[src/rtl/sram_arbiter.sv]
// sram_arbiter: shares the byte-wide sram controller between a
// primary (A) and secondary (B) requester, one access at a time.
module sram_arbiter #(
  parameter int ACCESS_CYCLES = 2,
  parameter bit ROUND_ROBIN   = 1'b0
) (
  input  logic        clock,
  input  logic        resetn,
  input  logic        prog,
  input  logic        a_req,
  input  logic        a_we,
  input  logic [18:0] a_addr,
  input  logic [7:0]  a_wdata,
  output logic        a_ack,
  output logic [7:0]  a_rdata,
  input  logic        b_req,
  input  logic        b_we,
  input  logic [18:0] b_addr,
  input  logic [7:0]  b_wdata,
  output logic        b_ack,
  output logic [7:0]  b_rdata,
  output logic [18:0] address,
  output logic [7:0]  indata,
  output logic        load,
  output logic        store,
  input  logic [7:0]  outdata,
  output logic [1:0]  grant,
  output logic        busy
);

  typedef enum logic [1:0] {
    IDLE,
    ACCESS,
    CAPTURE,
    ACK
  } state_t;

  localparam logic [3:0] CNT_INIT = 4'(ACCESS_CYCLES - 1);

  state_t      state, state_n;
  logic [3:0]  cnt, cnt_n;
  logic [18:0] address_n;
  logic [7:0]  indata_n;
  logic        load_n, store_n;
  logic [1:0]  grant_n;
  logic        busy_n;
  logic        a_ack_n, b_ack_n;
  logic [7:0]  a_rdata_n, b_rdata_n;
  logic        we_q, we_n;
  logic        rr_b, rr_b_n;
  logic        pick_b;

  // rr_b set means B holds priority on the next contention
  always_comb begin
    pick_b = b_req && (!a_req || (ROUND_ROBIN && rr_b));
  end

  always_comb begin
    state_n   = state;
    cnt_n     = cnt;
    address_n = address;
    indata_n  = indata;
    load_n    = load;
    store_n   = store;
    grant_n   = grant;
    busy_n    = busy;
    a_ack_n   = a_ack;
    b_ack_n   = b_ack;
    a_rdata_n = a_rdata;
    b_rdata_n = b_rdata;
    we_n      = we_q;
    rr_b_n    = rr_b;
    unique case (state)
      IDLE: begin
        load_n  = 1'b0;
        store_n = 1'b0;
        if (!prog && (a_req || b_req)) begin
          state_n   = ACCESS;
          cnt_n     = CNT_INIT;
          address_n = pick_b ? b_addr : a_addr;
          indata_n  = pick_b ? b_wdata : a_wdata;
          we_n      = pick_b ? b_we : a_we;
          store_n   = we_n;
          load_n    = !we_n;
          grant_n   = pick_b ? 2'b10 : 2'b01;
          busy_n    = 1'b1;
        end
      end
      ACCESS: begin
        if (cnt == '0) begin
          load_n  = 1'b0;
          store_n = 1'b0;
          state_n = CAPTURE;
        end else begin
          cnt_n = cnt - 4'd1;
        end
      end
      CAPTURE: begin
        state_n = ACK;
        a_ack_n = grant[0];
        b_ack_n = grant[1];
        if (!we_q) begin
          if (grant[0]) a_rdata_n = outdata;
          if (grant[1]) b_rdata_n = outdata;
        end
      end
      ACK: begin
        state_n = IDLE;
        a_ack_n = 1'b0;
        b_ack_n = 1'b0;
        grant_n = 2'b00;
        busy_n  = 1'b0;
        if (ROUND_ROBIN) rr_b_n = grant[0];
      end
      default: state_n = IDLE;
    endcase
  end

  always_ff @(posedge clock or negedge resetn) begin
    if (!resetn) begin
      state   <= IDLE;
      cnt     <= '0;
      address <= '0;
      indata  <= '0;
      load    <= 1'b0;
      store   <= 1'b0;
      grant   <= 2'b00;
      busy    <= 1'b0;
      a_ack   <= 1'b0;
      b_ack   <= 1'b0;
      a_rdata <= '0;
      b_rdata <= '0;
      we_q    <= 1'b0;
      rr_b    <= 1'b0;
    end else begin
      state   <= state_n;
      cnt     <= cnt_n;
      address <= address_n;
      indata  <= indata_n;
      load    <= load_n;
      store   <= store_n;
      grant   <= grant_n;
      busy    <= busy_n;
      a_ack   <= a_ack_n;
      b_ack   <= b_ack_n;
      a_rdata <= a_rdata_n;
      b_rdata <= b_rdata_n;
      we_q    <= we_n;
      rr_b    <= rr_b_n;
    end
  end

endmodule

[config.mk]
export PLATFORM = sky130hd
export DESIGN_NAME = sram_arbiter
export DESIGN_NICKNAME = d
export VERILOG_FILES = /design/src/rtl/sram_arbiter.sv
export SDC_FILE = /design/constraint.sdc
export NUM_CORES = 1
export LEC_CHECK = 0
export ABC_AREA = 1
export CORE_MARGIN = 1
export CORE_UTILIZATION = 42
export CTS_CLUSTER_SIZE = 14
export DETAILED_ROUTE_END_ITERATION = 8
export PLACE_DENSITY = 0.8
export SYNTH_ARGS = -nofsm -noshare
export SYNTH_HDL_FRONTEND = slang
export SYNTH_SLANG_ARGS = --single-unit
[constraint.sdc]
create_clock -name clock -period 1.7 [get_ports clock]
set_clock_uncertainty 0.2 [all_clocks]
set_input_delay 0.17 -clock clock [delete_from_list [all_inputs] [get_ports clock]]
set_output_delay 0.17 -clock clock [all_outputs]
set_load 0.03 [all_outputs]
==> results list, run 1 <==
- Internal power consumption: roughly 4.2 mW
* P_sw: 3.37 mW
* Unrepaired setup endpoints after global routing: yes
- TritonCTS built the clock tree.
- The worst setup path is launched from a flop.
- Sequential share of power: 0.320
- The detailed router placed 2,512 vias in this run.
* Leading cell types in the layout, fill and taps excluded: 102 x nand2_1, 67 x clkdlybuf4s50_1, 57 x dfrtp_1
- Core ar.: 6060 um2
- Worst Hold Slack: ~0.17 ns
- Cell area after placement: 3980 um2
- The slowest stage of the critical path belongs to the cell dfrtp_1.
- Across the run, the number of max-cap violations was 0.
- Summing all multi-input logic gate instances after layout gives 1110 um2.
* DRC viols: 0
- Class of the tightest hold or removal check: in2async
- Maximum buffer depth of the clock tree: 2
- Using the TritonRoute via totals, the vias-per-cell ratio works out to 4.91.
- In this design, the stage delay of the slowest critical-path cell is about 0.38 ns.
* Combinational family with the most area after synthesis: simple AND/OR/NAND/NOR gates
- Sw Share: 0.447
* Final critical-path share of the clock period: 0.967
- Shortest clock period the worst path allows after layout: 1.64 ns
- Footprint of the flip-flops and latches: 1430 um2
- Net count after synthesis: 380
* Total inserted antenna cells: 0
- Fraction of the yosys area taken by sequential cells: 0.530
- Starting density of the core: 0.444
- Pins Over Slew Limit: 0
- For the pin with the worst max-slew slack, the measured transition is 0.324 ns.
* Number of sinks driven by the clock tree: 57
* Cell count after placement: approximately 500
- For this run, the top clock speed supported by timing is 608 MHz.
* Count of state elements after synthesis: 57
- XOR/XNOR share of the synthesized area: 0.00326
- Fill count: 517
- Multiplexer area fraction after synthesis: 0
* Total congestion overflow: 0
- Data required time of the worst path: 1.71 ns
- The via count of the first global-routing pass was 2,430.
- Across every metal layer, demand over resource in global routing totals 0.224.
- After the first detailed-routing iteration, the DRC count stood at approximately 140.
- Async set-reset flop share out of synthesis: 1.00
* Sum of net half-perimeters after detailed placement: 5.12 mm
- Power comes to 7.53 mW.
- Port buffering added 118 buffers.
- Fraction of final layout cells with drive strength greater than 1: 0.0892
* Worst-path clk slew: 0.07 ns
- Area Overhead vs Synth: 55.1%
- First-pass GRT wire length: 11.2 mm
- Antenna violations before repair: 0
- A synthesized cell averages 8.82 um2.
- At the placement stage, the worst setup path has a slack of -0.0224 ns.
* Final std cell area, no fill: 4170 um2
* Synth Area in Compound Gates: 0.128
- The floorplan step set the die height to 82.0 um.
- Data arrives at the worst endpoint at 1.65 ns.
* Nature of the critical path endpoint: flop
- Traced cell by cell, the critical path runs through inv_1, ha_1, nand3_2, nand2_1, o21ai_0.
* Number of enable-type register cells in the synthesized netlist: 0
- Combinational cell fraction of total power: 0.496
- Entering global routing, the biggest net connects 58 pins.
* Most common flop cell mapped by yosys: dfrtp_1
- Setup violations remaining at the end of the flow were counted as 0.
- Slew HR: 0.784
- The run finished with clean final reports.
- DR pass1 iterations: 4
- The worst path meets setup with ~0.057 ns of slack.
* Residual antenna-violating net count after detailed routing: 0
- The tree is rooted in a clkbuf_8.
* H-tree levels: 3
- The setup path with the least slack is of type reg2reg.
* Number of cells produced by synthesis: 305
* Cell area after synthesis: about 2700 um2
- Share of total power in the clock network: 0.184
- In this run the power density over the cells is 1800 nW/um2.
- Yosys warnings: 0
- Count of boundary I/O pins: 119
* Site row count: 28
- Across the VDD grid, the largest voltage drop is approximately 0.95 mV.
* Die area: 6730 um2
- Most common cell after layout, fill and taps aside: nand2_1
- The hold violation count in the final report is 0.
- In this run the static leakage power is around 2.1 nW.
- The congestion estimate from routability-driven global placement came to 0.797.
- Simple-gate portion of the synthesized area: 0.248
* Routed len/inst: 13.5 um
- Measured along the x axis, the die boundary spans 82.0 um.
* Sum of routed wire length over all layers: 6.93 mm
- Final nets: 507
* Area share of fa/ha/maj cells after synthesis: 0.0279
* Total negative slack: 0 ns
- Final standard cell count with taps included and fillers excluded: around 510
- Largest fanout on the critical path: 16
- Once layout is complete, the utilization of the core stands at 0.688.
- CTS buffer count: 9
- Synth unique cells: 20
- Insertion delay to the later sink of the worst-skew pair: 0.32 ns
logic make-up after synthesis:
kind of cell,after synthesis
buf+inv,36
flops,57
fa+ha+maj,6
xor+xnor,1
compound gates,54
simple gates,151
power by group through the flow:
stage | Combinational [mW] | Sequential [mW] | Clock, mW
2_1_floorplan | 1.25 | 3.55 | 0
3_3_place_gp | 4.03 | 2.43 | 0
3_5_place_dp | 4.12 | 2.44 | 0
4_1_cts | 3.74 | 2.41 | 1.42
5_1_grt | 4.08 | 2.50 | 1.49
6_report | 3.73 | 2.41 | 1.39
cells in the mapped netlist (3+ instances only):
cell type	count	area share
o21ai_1	15	0.028
ha_1	6	0.028
inv_2	3	0.0042
nand3_1	13	0.024
clkbuf_1	3	0.0042
or2_0	19	0.044
nand2_1	102	0.14
inv_1	19	0.027
buf_6	3	0.013
o21ai_0	11	0.020
buf_2	8	0.015
or2_1	8	0.019
nor2_1	5	0.0070
dfrtp_1	57	0.53
o211ai_1	27	0.075
worst max-delay path, delay by kind of cell, from the launching register on:
family / cells / cell delay, ns
AOI/OAI and AO/OA: 1 / 0.09
adders and majority gates: 1 / 0.30
buffers and inverters: 1 / 0.08
DFF: 1 / 0.38
and+or+nand+nor: 2 / 0.48
flip-flops by register name, indices dropped and copies added (netlist names):
signal   flops
a_ack        1
a_rdata      8
address     19
b_ack        1
b_rdata      8
busy         1
cnt          4
grant        2
indata       8
load         1
state        2
store        1
we_q         1
area by class of cell:
cell class / count / share of cell area
repair buffers: 130 / 0.297
clock buffers: 9 / 0.0297
inverters: 22 / 0.0198
clock inverters: 7 / 0.0228
flip-flops and latches: 57 / 0.342
multi-input cells: 212 / 0.266
well taps: 75 / 0.0225
metal layers:
layer / routed length, um / global-route usage / up-vias
li1: - / - / 1245
met1: 2990 / 0.282 / 1172
met2: 3460 / 0.360 / 80
met3: 349 / 0.0644 / 15
met4: 130 / 0.0877 / 0
met5: 0 / 0 / -
path summary, 6_finish.rpt:
check,startpoint,endpoint,slack (ns),cells past startpoint
min,resetn,cnt[1]$_DFFE_PN0P_,0.17,3
min reg2reg,indata[6]$_DFFE_PN0P_,indata[6]$_DFFE_PN0P_,0.27,2
max in group asynchronous,resetn,address[10]$_DFFE_PN0P_,0.89,3
max reg2reg,state[0]$_DFFE_PN0P_,b_rdata[7]$_DFFE_PN0P_,0.06,5
min in group clock,outdata[4],b_rdata[4]$_DFFE_PN0P_,0.21,3
max,state[0]$_DFFE_PN0P_,b_rdata[7]$_DFFE_PN0P_,0.06,5
what timing repair did:
action	CTS	global route
buffers inserted	0	0
hold buffers	1	0
cloned	0	0
setup endpoints to repair	51	42
endpoints found under the hold margin	57	0
resized for setup	51	6
(Power assumes the default switching activity.)
==> run 2: changes to the inputs <==
--- a/config.mk
+++ b/config.mk
@@ -6,7 +6,6 @@
 export NUM_CORES = 1
 export LEC_CHECK = 0
 export ABC_AREA = 1
-export CORE_MARGIN = 1
 export CORE_UTILIZATION = 42
 export CTS_CLUSTER_SIZE = 14
 export DETAILED_ROUTE_END_ITERATION = 8
==> results of run 2 <==
No change in the layout: final DEF, timing and power equal those of run 1.
==> run 3: changes to the inputs <==
--- a/config.mk
+++ b/config.mk
@@ -6,10 +6,10 @@
 export NUM_CORES = 1
 export LEC_CHECK = 0
 export ABC_AREA = 1
-export CORE_UTILIZATION = 42
+export CORE_UTILIZATION = 45
 export CTS_CLUSTER_SIZE = 14
 export DETAILED_ROUTE_END_ITERATION = 8
-export PLACE_DENSITY = 0.8
+export PLACE_DENSITY = 0.85
 export SYNTH_ARGS = -nofsm -noshare
 export SYNTH_HDL_FRONTEND = slang
 export SYNTH_SLANG_ARGS = --single-unit
==> constraint.sdc (replaced) <==
create_clock -name clock -period 2.1 [get_ports clock]
set_clock_uncertainty 0.2 [all_clocks]
set_input_delay 0.21 -clock clock [delete_from_list [all_inputs] [get_ports clock]]
set_output_delay 0.21 -clock clock [all_outputs]
set_load 0.03 [all_outputs]
==> run 3 against run 2 <==
- non-clock buffer count shrank 4
- wire length grew 3.1%
- utilization grew 5.0 points
- die area shrank 6.5%
- via count shrank 0.96%
- critical path depth shrank 4
- register-to-register slack gained 0.27 ns
- cell count shrank 1.4%
- sequential power shrank 18%
- clock power shrank 19%
- combinational power shrank 11%
- design area shrank 0.12%
- critical endpoint is now grant[0]
- largest cell class unchanged
- largest power group unchanged
- highest routed layer unchanged
==> results list, run 3 (synthesized netlist as in run 1, its figures left out) <==
- Max-cap violations: 0 (unchanged)
- The count of nets after finishing was 503 (-0.79%).
- Pwr dens: 1550 nW/um2 (-14%)
* DR pass1 iterations: 4 (unchanged)
- The insertion delay to the later sink of the worst-skew pair was 0.33 ns (about the same).
- The measured slew at the worst slew-check pin is 0.552 ns (+0.228 ns).
* Fill count: 422 (-18%)
- Leading cell types in the layout, fill and taps excluded: 117 x clkdlybuf4s50_1, 102 x nand2_1, 57 x dfrtp_1
- Total negative slack: 0 ns (unchanged)
- Clock tree root buffer cell: clkbuf_8
- Met1 usage: 0.309 (+0.0265)
* Core ar.: 5640 um2 (-6.9%)
- The number of flip-flops in the largest register was 19 (unchanged).
* Maximum buffer depth of the clock tree: 2 (unchanged)
- Final critical-path share of the clock period: 0.889
- TritonCTS built the clock tree.
- The highest net fanout along the worst path is 4 (-12).
* Highest achievable clock rate: 536 MHz
- Overall power after layout: 6.44 mW (-14%)
- The wire length of the first global-routing pass came to 11.7 mm (+5.1%).
- The routed wirelength normalized by instance count came to 14.1 um (+4.5%).
* DRC viols: 0 (unchanged)
- Walking the worst path, the cells encountered are clkdlybuf4s50_1.
- Shortest clock period the worst path allows after layout: about 1.9 ns
- Site row count: 27 (-3.6%)
- CTS buffer count: 9 (unchanged)
- The tightest min-delay check is of the in2async type.
- The initial standard-cell utilization of the core came to 0.477 (+0.0330).
- The level count of the clock H-tree was 3 (unchanged).
- Pins Over Slew Limit: 0 (unchanged)
* Reported leakage power: 1.92 nW (-6.5%)
- Gates resized, CTS repair: 0 (-100%)
* Weighted congestion reported at the end of routability-driven placement: 0.782 (-1.9%)
- Fraction of met3 tracks used by global routing: 0.0540 (-0.0104)
* Largest incremental delay on the critical path: 0.70 ns (+0.32 ns)
- The data required time at the worst endpoint is 1.69 ns (-0.02 ns).
* Number of sinks driven by the clock tree: 57 (unchanged)
- Number of global-route vias before repair: 2,503 (+3.0%)
* Total inserted antenna cells: 0 (unchanged)
- Final hold viol count: 0 (unchanged)
- More flip-flops sit in one register than any other, and that register is address.
- The overflow left after global routing came to 0 (unchanged).
- The estimated wirelength of the detail-placed design came to 5.22 mm (+1.9%).
- Iteration-0 DRC Markers: 169 (+18%)
- The peak supply drop is 0.805 mV (-15%).
- Total via count after detailed routing: 2,488 (-0.96%)
* Number of buffer cells added on primary ports: 118 (unchanged)
- Sum of routed wire length over all layers: 7.14 mm (+3.1%)
- Overall fraction of global-route tracks in use: 0.247 (+0.0228)
- The flow ran to the end, and the final reports show no timing, DRC or antenna violations.
- Most common cell after layout, fill and taps aside: clkdlybuf4s50_1
- Nature of the critical path endpoint: primary output
* Via/cell ratio: 4.93 (+0.42%)
- Data arrival time of the critical path: 1.46 ns (-0.19 ns)
- The normalized max-slew margin was 0.632 (-0.152).
* Critical path buffers and inverters: 1 (unchanged)
- The total setup violations reported at the end of the flow came to 0 (unchanged).
- The proportion of layout cells with a drive suffix above 1 was 0.0716 (-0.0177).
* Residual antenna-violating net count after detailed routing: 0 (unchanged)
- The pin count of the biggest net entering global routing is 35 (-40%).
* Busiest grt layer: met2
* Die boundary width: 79.3 um (-3.3%)
- Worst-path clk slew: 0.07 ns (about the same)
- Hold bufs inserted after CTS: 1 (unchanged)
- The initial antenna violation count was 0 (unchanged).
* Nature of the critical path startpoint: flop
- Count of boundary I/O pins: 119 (unchanged)
- Worst setup path category: reg2out
* Die Y: 79.3 um (-3.3%)
- Setup repair after global routing left no endpoint under its margin.
- The met2 routing resource usage after global routing is 0.410 (+0.0500).
- Area Overhead vs Synth: 54.9%
* Count of buffers added by post-CTS timing repair for setup: 0 (unchanged)
- The area enclosed by the die boundary came to 6290 um2 (-6.5%).
- Max stage delay cell, worst path: clkdlybuf4s50_1
- Kind of cell with the highest combined delay on the critical path: buffers and inverters
-- run 3: changes by cell type in the layout (fill, tap and decap cells not counted), moves of 2 or more --
cell             delta
clkdlybuf4s50_1    +50
ha_2                -2
ha_1                +2
dlygate4sd2_1      -50
buf_6               -2
-- run 3: routing by layer --
metal	part of all wire	wire, um
met1	0.42	2980
met4	0.018	125
met5	0	0
met3	0.058	411
met2	0.51	3620
-- run 3: stage by stage --
stage / cells / setup WS, ns / instance area, um2 / util / hold slack (ns)
6_report: 505 / 0.234 / 4170 / 0.739 / 0.242
3_3_place_gp: 488 / 0.292 / 3940 / 0.698 / 0.0251
3_5_place_dp: 488 / 0.231 / 3940 / 0.698 / 0.0353
5_1_grt: 505 / 0.181 / 4170 / 0.739 / 0.276
2_1_floorplan: 305 / 0.578 / 2690 / - / -0.286
4_1_cts: 505 / 0.217 / 4170 / 0.739 / 0.216
-- run 3: final cells by class --
class,count,area [um2],area share
clock buffers,11,141,0.0339
clock inverters,5,78.8,0.0189
inverters,22,82.6,0.0198
multi-input cells,212,1100,0.263
flip-flops and latches,57,1430,0.342
well taps,72,90.1,0.0216
repair buffers,126,1250,0.300
-- run 3: final timing paths --
kind	from	to	slack [ns]	depth (start not counted)
worst min-delay path	resetn	b_rdata[1]$_DFFE_PN0P_	0.24	2
worst max-delay path	grant[0]$_DFFE_PN0P_	grant[0]	0.23	1
min in group clock	outdata[2]	b_rdata[2]$_DFFE_PN0P_	0.24	3
worst min register to register	indata[6]$_DFFE_PN0P_	indata[6]$_DFFE_PN0P_	0.28	2
worst max register to register	state[0]$_DFFE_PN0P_	b_rdata[1]$_DFFE_PN0P_	0.33	5
max in group asynchronous	resetn	b_rdata[7]$_DFFE_PN0P_	0.89	3
-- run 3: power by group --
part,leakage [nW],switching (mW),internal [mW]
clock,0.113,0.425,0.698
combinational,1.10,1.98,1.35
sequential,0.703,0.346,1.64
